## src/rtl/store_aligner.sv

```systemverilog
// Store data aligner: lane-shifts rs2 data and byte enables into word-aligned memory writes.
// Optional MISALIGNED_SPLIT_EN issues boundary-crossing stores as two writes; otherwise they are rejected.
module store_aligner (
    input  logic        clk,
    input  logic        rst,
    input  logic        store_req,
    input  logic [31:0] store_addr,
    input  logic [31:0] store_data,
    input  logic [2:0]  funct3,
    output logic        store_ready,
    output logic        store_done,
    output logic        store_misaligned,
    output logic [31:0] mem_address,
    output logic [31:0] mem_wdata,
    output logic [3:0]  mem_byte_enable,
    output logic        mem_write,
    input  logic        mem_resp
);

`ifdef MISALIGNED_SPLIT_EN
    localparam logic split_en = 1'b1;
`else
    localparam logic split_en = 1'b0;
`endif

    typedef enum logic [2:0] {
        F3_SB = 3'b000,
        F3_SH = 3'b001,
        F3_SW = 3'b010
    } store_funct3_t;

    typedef enum logic [1:0] {
        IDLE  = 2'd0,
        WR_LO = 2'd1,
        WR_HI = 2'd2,
        DONE  = 2'd3
    } state_t;

    state_t      state_reg, state_next;
    logic [29:0] word_addr_reg;
    logic [31:0] lo_data_reg, hi_data_reg;
    logic [3:0]  lo_be_reg, hi_be_reg;
    logic        spill_reg;
    logic        mis_reg;

    logic        valid_c;
    logic [3:0]  base_mask_c;
    logic [31:0] sized_data_c;
    logic [63:0] shifted_c;
    logic [7:0]  mask8_c;
    logic        spill_c;
    logic        accept_c;

    always_comb begin
        valid_c      = 1'b1;
        base_mask_c  = 4'b0000;
        sized_data_c = 32'd0;
        case (funct3)
            F3_SB: begin
                base_mask_c  = 4'b0001;
                sized_data_c = {24'd0, store_data[7:0]};
            end
            F3_SH: begin
                base_mask_c  = 4'b0011;
                sized_data_c = {16'd0, store_data[15:0]};
            end
            F3_SW: begin
                base_mask_c  = 4'b1111;
                sized_data_c = store_data;
            end
            default: valid_c = 1'b0;
        endcase
    end

    // A 64-bit window spanning two words absorbs the shift; the high half is the spill.
    assign shifted_c = {32'd0, sized_data_c} << {store_addr[1:0], 3'b000};
    assign mask8_c   = {4'b0000, base_mask_c} << store_addr[1:0];
    assign spill_c   = |mask8_c[7:4];
    assign accept_c  = (state_reg == IDLE) && store_req;

    always_ff @(posedge clk or posedge rst) begin
        if (rst) begin
            state_reg     <= IDLE;
            word_addr_reg <= 30'd0;
            lo_data_reg   <= 32'd0;
            hi_data_reg   <= 32'd0;
            lo_be_reg     <= 4'd0;
            hi_be_reg     <= 4'd0;
            spill_reg     <= 1'b0;
            mis_reg       <= 1'b0;
        end else begin
            state_reg <= state_next;
            if (accept_c) begin
                word_addr_reg <= store_addr[31:2];
                lo_data_reg   <= shifted_c[31:0];
                hi_data_reg   <= shifted_c[63:32];
                lo_be_reg     <= mask8_c[3:0];
                hi_be_reg     <= mask8_c[7:4];
                spill_reg     <= spill_c;
                mis_reg       <= valid_c && spill_c && !split_en;
            end
        end
    end

    always_comb begin
        state_next = state_reg;
        case (state_reg)
            IDLE: begin
                if (store_req) begin
                    if (!valid_c || (spill_c && !split_en))
                        state_next = DONE;
                    else
                        state_next = WR_LO;
                end
            end
            WR_LO: begin
                if (mem_resp)
                    state_next = (spill_reg && split_en) ? WR_HI : DONE;
            end
            WR_HI: begin
                if (mem_resp)
                    state_next = DONE;
            end
            DONE:    state_next = IDLE;
            default: state_next = IDLE;
        endcase
    end

    logic [31:0] sel_addr;
    logic [31:0] sel_data;
    logic [3:0]  sel_be;

    always_comb begin
        mem_write = 1'b0;
        sel_addr  = 32'd0;
        sel_data  = 32'd0;
        sel_be    = 4'd0;
        case (state_reg)
            WR_LO: begin
                mem_write = 1'b1;
                sel_addr  = {word_addr_reg, 2'b00};
                sel_data  = lo_data_reg;
                sel_be    = lo_be_reg;
            end
            WR_HI: begin
                mem_write = 1'b1;
                sel_addr  = {word_addr_reg + 30'd1, 2'b00};
                sel_data  = hi_data_reg;
                sel_be    = hi_be_reg;
            end
            default: ;
        endcase
    end

    // Disabled lanes are forced to zero regardless of what the data register holds.
    generate
        for (genvar gi = 0; gi < 4; gi++) begin : g_lane
            assign mem_wdata[8*gi +: 8] = sel_be[gi] ? sel_data[8*gi +: 8] : 8'h00;
        end
    endgenerate

    assign mem_address      = sel_addr;
    assign mem_byte_enable  = sel_be;
    assign store_ready      = (state_reg == IDLE);
    assign store_done       = (state_reg == DONE);
    assign store_misaligned = (state_reg == DONE) && mis_reg;

endmodule
```

## config.mk

```make
export PLATFORM = sky130hd
export DESIGN_NAME = store_aligner
export DESIGN_NICKNAME = d
export VERILOG_FILES = /design/src/rtl/store_aligner.sv
export SDC_FILE = /design/constraint.sdc
export NUM_CORES = 1
export LEC_CHECK = 0
export ABC_CLOCK_PERIOD_IN_PS = 8400
export CAP_MARGIN = 10
export CORE_MARGIN = 2
export CORE_UTILIZATION = 45
export DETAILED_ROUTE_END_ITERATION = 8
export GPL_TIMING_DRIVEN = 1
export PLACE_DENSITY = 0.71
export RECOVER_POWER = 25
export SYNTH_ARGS = -nofsm -noshare
export SYNTH_HDL_FRONTEND = slang
export SYNTH_SLANG_ARGS = --single-unit
```

## constraint.sdc

```tcl
create_clock -name clk -period 8.4 [get_ports clk]
set_input_delay 1.68 -clock clk [delete_from_list [all_inputs] [get_ports clk]]
set_output_delay 1.68 -clock clk [all_outputs]
set_load 0.03 [all_outputs]
```

; Word-level counts from Yosys, hierarchy flattened
; Cells that the tools add are included.
[classes]
shifts = 2
add_sub_neg = 1
n_mux = 15
reduce_logical = 11
eq_ne = 7
[op_table]
columns = cell, n
row1 = one-hot mux 32 bit (2 select lines), 2
row2 = one-hot mux 32 bit (3 select lines), 1
row3 = left shift 32 x 5 -> 64 bit, 1
row4 = two-way mux 8 bit, 4
row5 = adder 30 x 1 -> 30 bit (second input constant), 1
row6 = one-hot mux 4 bit (3 select lines), 1
row7 = one-hot mux 4 bit (2 select lines), 1
row8 = left shift 4 x 2 -> 8 bit, 1
row9 = two-way mux 2 bit, 3
row10 = one-hot mux 2 bit (3 select lines), 1
row11 = equality test 2 bit (second input constant), 2
row12 = OR reduction 4 bit, 1
row13 = equality test 3 x 1 -> 1 bit (second input constant), 1
row14 = equality test 3 x 2 -> 1 bit (second input constant), 1
row15 = logical AND 1 bit, 3
row16 = zero test 3 bit, 1
row17 = OR reduction 3 bit, 1
row18 = equality test 2 x 1 -> 1 bit (second input constant), 1
row19 = zero test 2 bit, 1
row20 = two-way mux 1 bit, 2
row21 = != test 2 x 1 -> 1 bit (second input constant), 1
row22 = != test 2 bit (second input constant), 1
row23 = AND reduction 2 bit, 1
row24 = OR reduction 2 bit, 1
row25 = other kinds (2), 2
[word_totals]
output_inout_bits = 72
ff_bits = 105

; Logic depth before layout (Yosys ltp)
; Gate-level depths: netlist (run 1).
[depth]
ltp_word = 8
mapped_depth = 8
ltp_nobuf = 6

; Worst setup path after synthesis (run 1)
; Ideal clock, no wire load.
[synth_path]
kind = reg-to-output
from = register state_reg[0]
to = output mem_address[21]
t_arrival_ns = 2.420
path_stages_with_launch = 7
slack_ns = 4.300
cell_sequence = dfrtp_1 > inv_1 > ha_1 > and2_0 > clkbuf_1 > nand2_1 > o31ai_1
[synth_between]
elab_chain_cells = 2
word_cells_on_any_way = 3
[synth_lines]
columns = element, line
row1 = "start, declared", 39  ; state_t state_reg, state_next;
row2 = "start signal, assigned", 92  ; state_reg <= state_next;
row3 = equality test 2 bit or equality test 2 x 1 -> 1 bit (tied branches), 138  ; case (state_reg)
row4 = one-hot mux 32 bit (2 select lines) (*), 138
row5 = "end, declared", 13  ; output logic [31:0] mem_address,
; Every way passes the cells marked *; elsewhere a longest branch is shown, timed or not.

==> key figures, run 1 <==
Outcome
  – Status: complete, but fails checks
  – Failing checks: capacitance limit, slew limit

Worst setup path
  – Worst Setup End Kind: asynchronous set/reset pin
  – Setup CP Type: input pin to asynchronous set/reset pin
  – Worst Reg-to-Reg Cells: 6
  – Crit Path Max Fanout: 72
  – Startpoint Class: input pin
  – Crit path DAT: 5.76 ns
  – Critical path data required time: 7.96 ns

Cells and area
  – Largest register FFs: 32
  – Ratio of cells with drive above 1 in the final layout: 11.0%
  – ANT cells: 0
  – Final std cells w/o fill: 870
  – Layout area overhead: 30.4%
  – Final #Nets: 776

Die
  – Die Height: 116 um
  – IO Count: 143
  – Rows: 40
  – Die Wd: 116 um
  – Core Area: 12,100 um2
  – Initial core utilization: 46.5%
  – DIE AREA: 13,400 um2

Timing
  – Final Cycle Share: 73.9%
  – Finish-stage setup viols: 0
  – RSZ-0062 raised after global routing: false
  – Slew HR: -159%
  – Post-Route Setup TNS: 0 ns
  – Count of pins over their slew limit: 126
  – Final min period: 6.20 ns
  – Tightest Pin Transition: 3.89 ns
  – Max Freq: 161 MHz
  – Clock Skew: 0.00980 ns
  – Endpoints failing hold: 0

Clock tree
  – CTS sink count: 96
  – Total CTS buffers: 9
  – Hold_buf cts: 0
  – CTS tree: done
  – Resize count post-CTS: 0
  – Clock latency at the later pin of the worst-skew pair: 0.35 ns
  – CTS H-tree depth: 3
  – Max Root-Sink Buffers: 2
  – Post-CTS setup buffers: 0
  – Clock root buffer: clkbuf_16
  – Worst-path clk slew: 0.07 ns

Route
  – Antenna Nets Post-Route: 0
  – Vias per cell: 6.12
  – Via count: 5,326
  – WL final: 17,300 um
  – Routed len/inst: 19.9 um
  – Detailed Routing Iterations Pass 1: 5
  – DR iter-0 viols: 759
  – DRC: 0

Global route
  – Global route overflow: 0
  – Number of global-route vias before repair: 5,079
  – Pin count of the biggest net entering global routing: 73
  – Initial antenna violation count: 0
  – First-pass GRT wire length: 27,100 um
  – GRT Total Usage: 26.0%

Synth
  – Yosys cell types: 57
  – Ys flop type: dfrtp_1
  – Area of the mapped netlist: 5630 um2
  – Yosys warns: 0
  – EDFF count, synth: 0
  – FF+latch count, synth: 96
  – Cells after synthesis: 589
  – Sequential share of the synthesized area: 42.7%
  – Share of flip-flops with an asynchronous set or reset: 100%
  – Post-Syn Area per Cell: 9.56 um2

Placement
  – Final HPWL DP: 12,100 um
  – DP Cell Count: 855
  – Routability cong.: 0.939
  – IO buf count: 140

Hold path
  – Hold Crit Class: register to register
  – Hold depth: 1

Power and ir drop
  – Leak Pwr: 2.95 nW
  – VDD IR-drop max: 0.000110 V
  – Pwr dens: 311 nW/um2

Flow run
  – Max_cap viols: 2
-- stage by stage --
| stage | utilization [%] | cell area (um2) | worst slack, ns | hold slack, ns | power, mW |
|---|---|---|---|---|---|
| 5_1_grt | 60.6 | 7340 | 1.31 | 0.494 | 2.41 |
| 6_report | 60.6 | 7340 | 2.20 | 0.484 | 2.28 |
| 3_5_place_dp | 58.4 | 7080 | 3.04 | 0.467 | 1.89 |
| 3_3_place_gp | 58.4 | 7080 | 3.16 | 0.458 | 1.85 |
| 4_1_cts | 60.7 | 7350 | 2.65 | 0.482 | 2.28 |
| 2_1_floorplan | - | 5630 | 4.21 | 0.442 | 1.49 |
-- placed cells by master, fill, tap and decap left out, types with 3 or more instances in the layout --
cell type,instances
a31oi_1,19
nand3_1,11
nor3_1,18
buf_4,4
inv_1,10
mux2i_1,9
a221o_1,17
clkinv_2,3
nor4_2,3
a22oi_1,36
nor2_1,34
nand2b_1,3
nor4_1,8
o21ai_0,45
mux2_2,39
a32o_1,8
clkdlybuf4s50_1,138
nand4_1,8
a21o_1,7
dfrtp_1,96
nand2_1,63
o31ai_1,5
a41oi_1,4
and2_1,12
o21ai_1,15
ha_1,7
a22o_1,17
and3_1,6
a21oi_1,6
clkbuf_16,9
-- area by class of cell --
| type | instances | area, um2 |
|---|---|---|
| Clock inverter | 5 | 31.3 |
| Tap cell | 168 | 210 |
| Clock buffer | 10 | 239 |
| Timing Repair Buffer | 145 | 1440 |
| Sequential cell | 96 | 2400 |
| Multi-Input combinational cell | 435 | 2980 |
| Fill cell | 1062 | 4770 |
| Inverter | 11 | 42.5 |
-- cell usage after synthesis (all sizes together) (5+ instances only) --
library cell	count	area, um2
a221o	17	170
a22oi	36	270
o21ai	60	300
nand2	63	236
ha	7	87.6
a32o	8	80.1
nor3	20	110
dfrtp	96	2400
nand4	10	83.8
and3	7	48.8
mux2i	9	90.1
a21o	7	52.6
a21oi	7	38.8
a22o	17	149
buf	16	91.3
clkbuf	32	120
nor4	13	130
nor2	36	140
and2	14	90.1
o31ai	5	37.5
inv	11	41.3
nand3	14	100
mux2	39	439
a31oi	19	119
-- logic make-up after synthesis --
logic type	share of synthesized area, %
simple gates	18.4
compound gates	23.3
flops	42.7
buf+inv	4.49
mux	9.40
fa+ha+maj	1.56
other cells	0.0666
xor+xnor	0.156
-- critical path, stage by stage --
cell and delay [ns]:
dlygate4sd3_1 0.55, clkinvlp_2 0.70, clkbuf_1 2.78
-- layer usage --
metal / GRT usage, % / routed length (um) / part of all wire, % / up-vias
met1: 35.2 / 7230 / 42 / 2599
li1: - / - / - / 2431
met3: 5.60 / 1400 / 8.1 / 25
met4: 9.37 / 376 / 2.2 / 0
met5: 0 / 0 / 0 / -
met2: 41.5 / 8280 / 48 / 271
-- worst paths after layout --
path | start | to | slack [ns]
max | rst | lo_data_reg[6] | 2.20
min | hi_be_reg[2] | hi_be_reg[2] | 0.48
max reg2reg | state_reg[0] | lo_be_reg[2] | 4.57
min reg2reg | hi_be_reg[2] | hi_be_reg[2] | 0.48
max in group clk | state_reg[0] | mem_address[31] | 2.61
min in group asynchronous | rst | word_addr_reg[2] | 2.02
-- power breakdown --
group / internal (mW) / switching (mW)
sequential: 0.620 / 0.171
clock: 0.207 / 0.180
combinational: 0.452 / 0.651
total: 1.28 / 1.00
(Power assumes the default switching activity.)
==> run 2, diff against run 1 <==
ABC_CLOCK_PERIOD_IN_PS = 6400   (was 8400)
clock period = 6.4 ns   (was 8.4 ns; I/O delays follow)
==> run 2 against run 1 <==
Compared with the run above:
- the flow still finishes with violations (capacitance limit, slew limit)
- global-route usage is 0.31 points lower
- cell count is 0.46% higher
- sequential power rose by 31%
- clock-buffer cell count unchanged
- die area did not move
- non-clock buffer count up 3
- combinational power increased by 32%
- power is 35% higher
- clock skew fell by 0.0027 ns
- sequential share of layout area fell by 0.38 points
- worst setup slack worse by 0.56 ns
- register-to-register slack got worse by 1.7 ns
==> key figures, run 2 (synthesized netlist as in run 1, its figures left out) <==
Timing
  – Finish-stage setup viols: 0 (unchanged)
  – Max Freq: 210 MHz
  – Count of pins over their slew limit: 103 (was 126)
  – Final Cycle Share: 74.4%
  – Worst setup margin: 1.64 ns (was 2.20 ns)
  – Endpoints failing hold: 0 (unchanged)
  – Post-Route Setup TNS: 0 ns (unchanged)
  – Final min period: 4.76 ns
  – Clock Skew: 0.00708 ns (was 0.00980 ns)
  – Tightest Pin Transition: 2.34 ns (was 3.89 ns)
  – Slew HR: -57.2% (was -159%)
  – RSZ-0062 raised after global routing: false (unchanged)

Cells and area
  – Final core occ: 61.3% (was 60.6%)
  – Storage cell area: 2400 um2 (unchanged)
  – Ratio of cells with drive above 1 in the final layout: 11.6% (was 11.0%)
  – Multi-input gate area: 2980 um2 (unchanged)
  – Filler cells: 1,046 (was 1,062)
  – Layout area overhead: 31.9% (was 30.4%)
  – ANT cells: 0 (unchanged)
  – Final std cells w/o fill: 874 (was 870)
  – Largest register FFs: 32 (unchanged)
  – Most frequent cells in the layout: clkdlybuf4s50_1, dfrtp_1, nand2_1, o21ai_0, mux2_2 (unchanged)
  – Final #Nets: 779 (was 776)
  – Commonest non-fill, non-tap cell in the layout: clkdlybuf4s50_1 (unchanged)

Clock tree
  – Max Root-Sink Buffers: 2 (unchanged)
  – CTS sink count: 96 (unchanged)
  – Post-CTS setup buffers: 0 (unchanged)
  – CTS H-tree depth: 3 (unchanged)
  – Hold_buf cts: 0 (unchanged)
  – Resize count post-CTS: 0 (unchanged)
  – CTS tree: done (unchanged)
  – Clock root buffer: clkbuf_16 (unchanged)
  – Total CTS buffers: 9 (unchanged)
  – Worst-path clk slew: 0.07 ns (about the same)
  – Clock latency at the later pin of the worst-skew pair: 0.35 ns (about the same)

Placement
  – DP Worst Slack: 2.10 ns (was 3.04 ns)
  – DP Cell Count: 858 (was 855)
  – Routability cong.: 0.946 (was 0.939)
  – IO buf count: 140 (unchanged)
  – Final HPWL DP: 12,000 um (was 12,100 um)

Hold path
  – Worst Hold End: lo_data_reg[26] (was hi_be_reg[2])
  – Min-delay src: lo_data_reg[26] (was hi_be_reg[2])
  – Hold depth: 2 (was 1)
  – Hold Crit Class: register to register (unchanged)

Route
  – WL final: 17,000 um (was 17,300 um)
  – DR iter-0 viols: 555 (was 759)
  – DRC: 0 (unchanged)
  – Antenna Nets Post-Route: 0 (unchanged)
  – Routed len/inst: 19.4 um (was 19.9 um)
  – Vias per cell: 6.05 (was 6.12)
  – Via count: 5,285 (was 5,326)
  – Detailed Routing Iterations Pass 1: 5 (unchanged)

Global route
  – Initial antenna violation count: 0 (unchanged)
  – Global route overflow: 0 (unchanged)
  – First-pass GRT wire length: 26,800 um (was 27,100 um)
  – Number of global-route vias before repair: 5,130 (was 5,079)
  – Pin count of the biggest net entering global routing: 70 (was 73)
  – GRT Total Usage: 25.7% (was 26.0%)

Worst setup path
  – R2r startpoint: state_reg[0] (unchanged)
  – Worst Setup End Kind: output pin (was asynchronous set/reset pin)
  – Reg2reg end: lo_data_reg[19] (was lo_be_reg[2])
  – Crit Path Max Fanout: 21 (was 72)
  – Startpoint Class: register (was input pin)
  – Setup CP Type: register to output pin (was input pin to asynchronous set/reset pin)
  – CP max stage cell: and2_1 (was clkbuf_1)
  – R2R setup slack: 2.85 ns (was 4.57 ns)
  – Crit path DAT: 3.48 ns (was 5.76 ns)
  – Critical path data required time: 5.12 ns (was 7.96 ns)
  – CP cell instances: inv_1 -> ha_1 -> and2_1 -> a22oi_1 -> nor2_1 -> clkdlybuf4s50_1 (was dlygate4sd3_1 -> clkinvlp_2 -> clkbuf_1)
  – Worst Reg-to-Reg Cells: 6 (unchanged)
  – Delay of the slowest critical-path stage: 0.71 ns (was 2.78 ns)

Power and ir drop
  – VDD IR-drop max: 0.000192 V (was 0.000110 V)
  – Pwr dens: 415 nW/um2 (was 311 nW/um2)
  – Leak Pwr: 3.00 nW (was 2.95 nW)

Die
  – IO Count: 143 (unchanged)
  – Die Height: 116 um (unchanged)
  – Initial core utilization: 46.5% (unchanged)
  – DIE AREA: 13,400 um2 (unchanged)
  – Die Wd: 116 um (unchanged)
  – Core Area: 12,100 um2 (unchanged)
  – Rows: 40 (unchanged)

Outcome
  – Status: complete, but fails checks (unchanged)
  – Failing checks: capacitance limit, slew limit (unchanged)

Flow run
  – Max_cap viols: 2 (unchanged)
run 2: per-layer routing:
metal	track usage, %	up-vias	wire length [um]
met1	34.1	2585	7280
met3	5.07	25	1050
li1	-	2444	-
met2	42.7	231	8370
met4	7.86	0	299
met5	0	-	0
run 2: metrics by stage:
step                hold WS, ns  cell area, um2  power, mW
floorplan                 0.442            5630       1.96
global placement          0.459            7100       2.44
detailed placement        0.472            7100       2.49
CTS                       0.485            7430       3.08
global route              0.506            7420       3.26
finish                    0.480            7420       3.08
run 2: cell type report:
type                            instances  area share, %
Clock inverter                          6           1.21
Clock buffer                           10           3.22
Tap cell                              168           2.83
Inverter                               11          0.573
Timing Repair Buffer                  148           19.7
Multi-Input combinational cell        435           40.1
Sequential cell                        96           32.4
run 2: report_power, final:
part | switching [mW] | internal [mW]
Combinational | 0.855 | 0.598
Clock | 0.237 | 0.354
Sequential | 0.225 | 0.814
run 2: critical path: cells and delay by family, from the launching register on:
| kind | cells | cell delay [ns] |
|---|---|---|
| simple gates | 2 | 0.96 |
| buf+inv | 2 | 0.80 |
| compound gates | 1 | 0.53 |
| flops | 1 | 0.42 |
| fa+ha+maj | 1 | 0.40 |
run 2: how the worst max path moves through the flow:
stage	startpoint	endpoint	slack (ns)	cells after the start
6_report	state_reg[0]	mem_wdata[4]	1.64	6
5_1_grt	state_reg[0]	mem_wdata[14]	1.48	6
4_1_cts	state_reg[0]	mem_wdata[4]	1.70	6
3_5_place_dp	state_reg[0]	mem_wdata[12]	2.10	6
3_3_place_gp	state_reg[0]	mem_byte_enable[0]	2.23	6
2_1_floorplan	rst	hi_be_reg[0]	2.61	1
==> run 3, diff against run 2 <==
ABC_CLOCK_PERIOD_IN_PS = 4000   (was 6400)
PLACE_DENSITY = 0.74   (was 0.71)
clock period = 4 ns   (was 6.4 ns; I/O delays follow)
==> run 3 against run 2 <==
Compared with the run above:
- the flow still finishes with violations (capacitance limit, slew limit)
- critical path depth grew 1
- first-iteration DRC count shrank 12%
- register-to-register slack lost 1.2 ns
- cell count grew 0.46%
- global-route usage grew 0.054 points
- clock power grew 55%
==> key figures, run 3 (synthesized netlist as in run 1, its figures left out) <==
Outcome
  – Status: complete, but fails checks (unchanged)
  – Failing checks: capacitance limit, slew limit (unchanged)

Global route
  – Number of global-route vias before repair: 5,153 (was 5,130)
  – GRT Total Usage: 25.7% (about the same)
  – Global route overflow: 0 (unchanged)
  – First-pass GRT wire length: 26,900 um (was 26,800 um)
  – Initial antenna violation count: 0 (unchanged)
  – Pin count of the biggest net entering global routing: 52 (was 70)

Placement
  – Final HPWL DP: 12,300 um (was 12,000 um)
  – IO buf count: 140 (unchanged)
  – Routability cong.: 0.934 (was 0.946)
  – DP Worst Slack: 0.766 ns (was 2.10 ns)

Worst setup path
  – Setup CP Type: register to output pin (unchanged)
  – R2R setup slack: 1.64 ns (was 2.85 ns)
  – Critical path data required time: 3.20 ns (was 5.12 ns)
  – Crit Path Max Fanout: 21 (unchanged)
  – Crit path DAT: 2.80 ns (was 3.48 ns)
  – Crit. Startpoint: state_reg[0] (unchanged)
  – Worst Reg-to-Reg Cells: 5 (was 6)
  – CP max stage cell: a22oi_1 (was and2_1)
  – Worst Setup End Kind: output pin (unchanged)
  – R2r startpoint: state_reg[1] (was state_reg[0])
  – Reg2reg end: hi_data_reg[21] (was lo_data_reg[19])
  – CP cell instances: inv_1 -> ha_1 -> and2_1 -> buf_4 -> a22oi_1 -> nor2_1 -> buf_12 (was inv_1 -> ha_1 -> and2_1 -> a22oi_1 -> nor2_1 -> clkdlybuf4s50_1)
  – Startpoint Class: register (unchanged)
  – CP endpoint: mem_wdata[15] (was mem_wdata[4])
  – Delay of the slowest critical-path stage: 0.73 ns (was 0.71 ns)

Cells and area
  – Layout area overhead: 31.2% (was 31.9%)
  – Commonest non-fill, non-tap cell in the layout: dfrtp_1 (was clkdlybuf4s50_1)
  – Largest register FFs: 32 (unchanged)
  – Most frequent cells in the layout: dfrtp_1, clkdlybuf4s50_1, nand2_1, buf_4, o21ai_0 (was clkdlybuf4s50_1, dfrtp_1, nand2_1, o21ai_0, mux2_2)
  – Final core occ: 61.0% (was 61.3%)
  – Final #Nets: 785 (was 779)
  – Ratio of cells with drive above 1 in the final layout: 19.7% (was 11.6%)
  – ANT cells: 0 (unchanged)

Die
  – IO Count: 143 (unchanged)
  – DIE AREA: 13,400 um2 (unchanged)
  – Core Area: 12,100 um2 (unchanged)
  – Die Wd: 116 um (unchanged)
  – Initial core utilization: 46.5% (unchanged)
  – Die Height: 116 um (unchanged)
  – Rows: 40 (unchanged)

Timing
  – Worst setup margin: 0.396 ns (was 1.64 ns)
  – Max Freq: 277 MHz
  – Clock Skew: 0.00577 ns (was 0.00708 ns)
  – Finish-stage setup viols: 0 (unchanged)
  – Slew HR: -59.3% (was -57.2%)
  – RSZ-0062 raised after global routing: false (unchanged)
  – Endpoints failing hold: 0 (unchanged)
  – Count of pins over their slew limit: 51 (was 103)
  – Final Cycle Share: 90.1%
  – Tightest Pin Transition: 2.38 ns (was 2.34 ns)
  – Final min period: 3.60 ns
  – Post-Route Setup TNS: 0 ns (unchanged)

Power and ir drop
  – Pwr dens: 658 nW/um2 (was 415 nW/um2)
  – Leak Pwr: 3.14 nW (was 3.00 nW)
  – VDD IR-drop max: 0.000281 V (was 0.000192 V)

Route
  – Antenna Nets Post-Route: 0 (unchanged)
  – Routed len/inst: 19.5 um (was 19.4 um)
  – Via count: 5,362 (was 5,285)
  – DRC: 0 (unchanged)
  – WL final: 17,100 um (was 17,000 um)
  – Vias per cell: 6.11 (was 6.05)
  – Detailed Routing Iterations Pass 1: 5 (unchanged)
  – DR iter-0 viols: 489 (was 555)

Clock tree
  – Total CTS buffers: 9 (unchanged)
  – Resize count post-CTS: 0 (unchanged)
  – CTS sink count: 96 (unchanged)
  – Post-CTS setup buffers: 0 (unchanged)
  – Clock latency at the later pin of the worst-skew pair: 0.35 ns (about the same)
  – Clock root buffer: clkbuf_16 (unchanged)
  – CTS H-tree depth: 3 (unchanged)
  – Hold_buf cts: 0 (unchanged)
  – Worst-path clk slew: 0.06 ns (was 0.07 ns)
  – Max Root-Sink Buffers: 2 (unchanged)
  – CTS tree: done (unchanged)

Hold path
  – Hold Crit Class: register to register (unchanged)

Flow run
  – Max_cap viols: 1 (was 2)
[run 3: cell count changes in the layout (fill, tap and decap cells not counted), sizes merged]
cell / previous run / this run
inv: 11 / 10
clkdlybuf4s50: 138 / 86
buf: 8 / 67
dlygate4sd3: 2 / 1
clkinvlp: 2 / 1
[run 3: through the flow]
step	power (mW)	hold slack, ns	instances	cell area [um2]
2_1_floorplan	3.14	0.442	590	5630
3_3_place_gp	3.86	0.457	864	7080
3_5_place_dp	3.94	0.461	864	7080
4_1_cts	4.86	0.475	878	7380
5_1_grt	5.13	0.489	878	7380
6_report	4.86	0.470	878	7380
[run 3: metal layers]
metal / vias to the layer above / GRT usage, % / routed length, um
met1: 2633 / 35.2 / 7350
met3: 32 / 5.44 / 1280
met4: 0 / 8.81 / 414
li1: 2446 / - / -
met2: 251 / 40.9 / 8070
met5: - / 0 / 0
[run 3: power by group]
part | leakage [nW] | internal [mW] | switching [mW] | total, mW
combinational | 1.73 | 0.912 | 1.37 | 2.28
sequential | 1.26 | 1.30 | 0.353 | 1.66
clock | 0.154 | 0.556 | 0.361 | 0.916
total | 3.14 | 2.77 | 2.08 | 4.86
[run 3: worst min path at each step]
| stage | startpoint | endpoint | cells after the start |
|---|---|---|---|
| after detailed placement | mis_reg | mis_reg | 1 |
| after CTS | mis_reg | mis_reg | 1 |
| after global routing | mis_reg | mis_reg | 1 |
| after floorplan | mis_reg | mis_reg | 1 |
| after global placement | mis_reg | mis_reg | 1 |
| final | mis_reg | mis_reg | 1 |
[run 3: area by class of cell]
type,instances,area (um2)
fillers,1053,4730
inverters,11,42.5
multi-input cells,435,2980
clock buffers,10,239
repair buffers,154,1440
flip-flops and latches,96,2400
clock inverters,4,70.1
well taps,168,210
[run 3: worst max-delay path: cells and delay by family (launching register included)]
family | cells | cell delay (ns)
compound gates | 1 | 0.73
flops | 1 | 0.42
fa+ha+maj | 1 | 0.40
simple gates | 2 | 0.39
buf+inv | 3 | 0.51
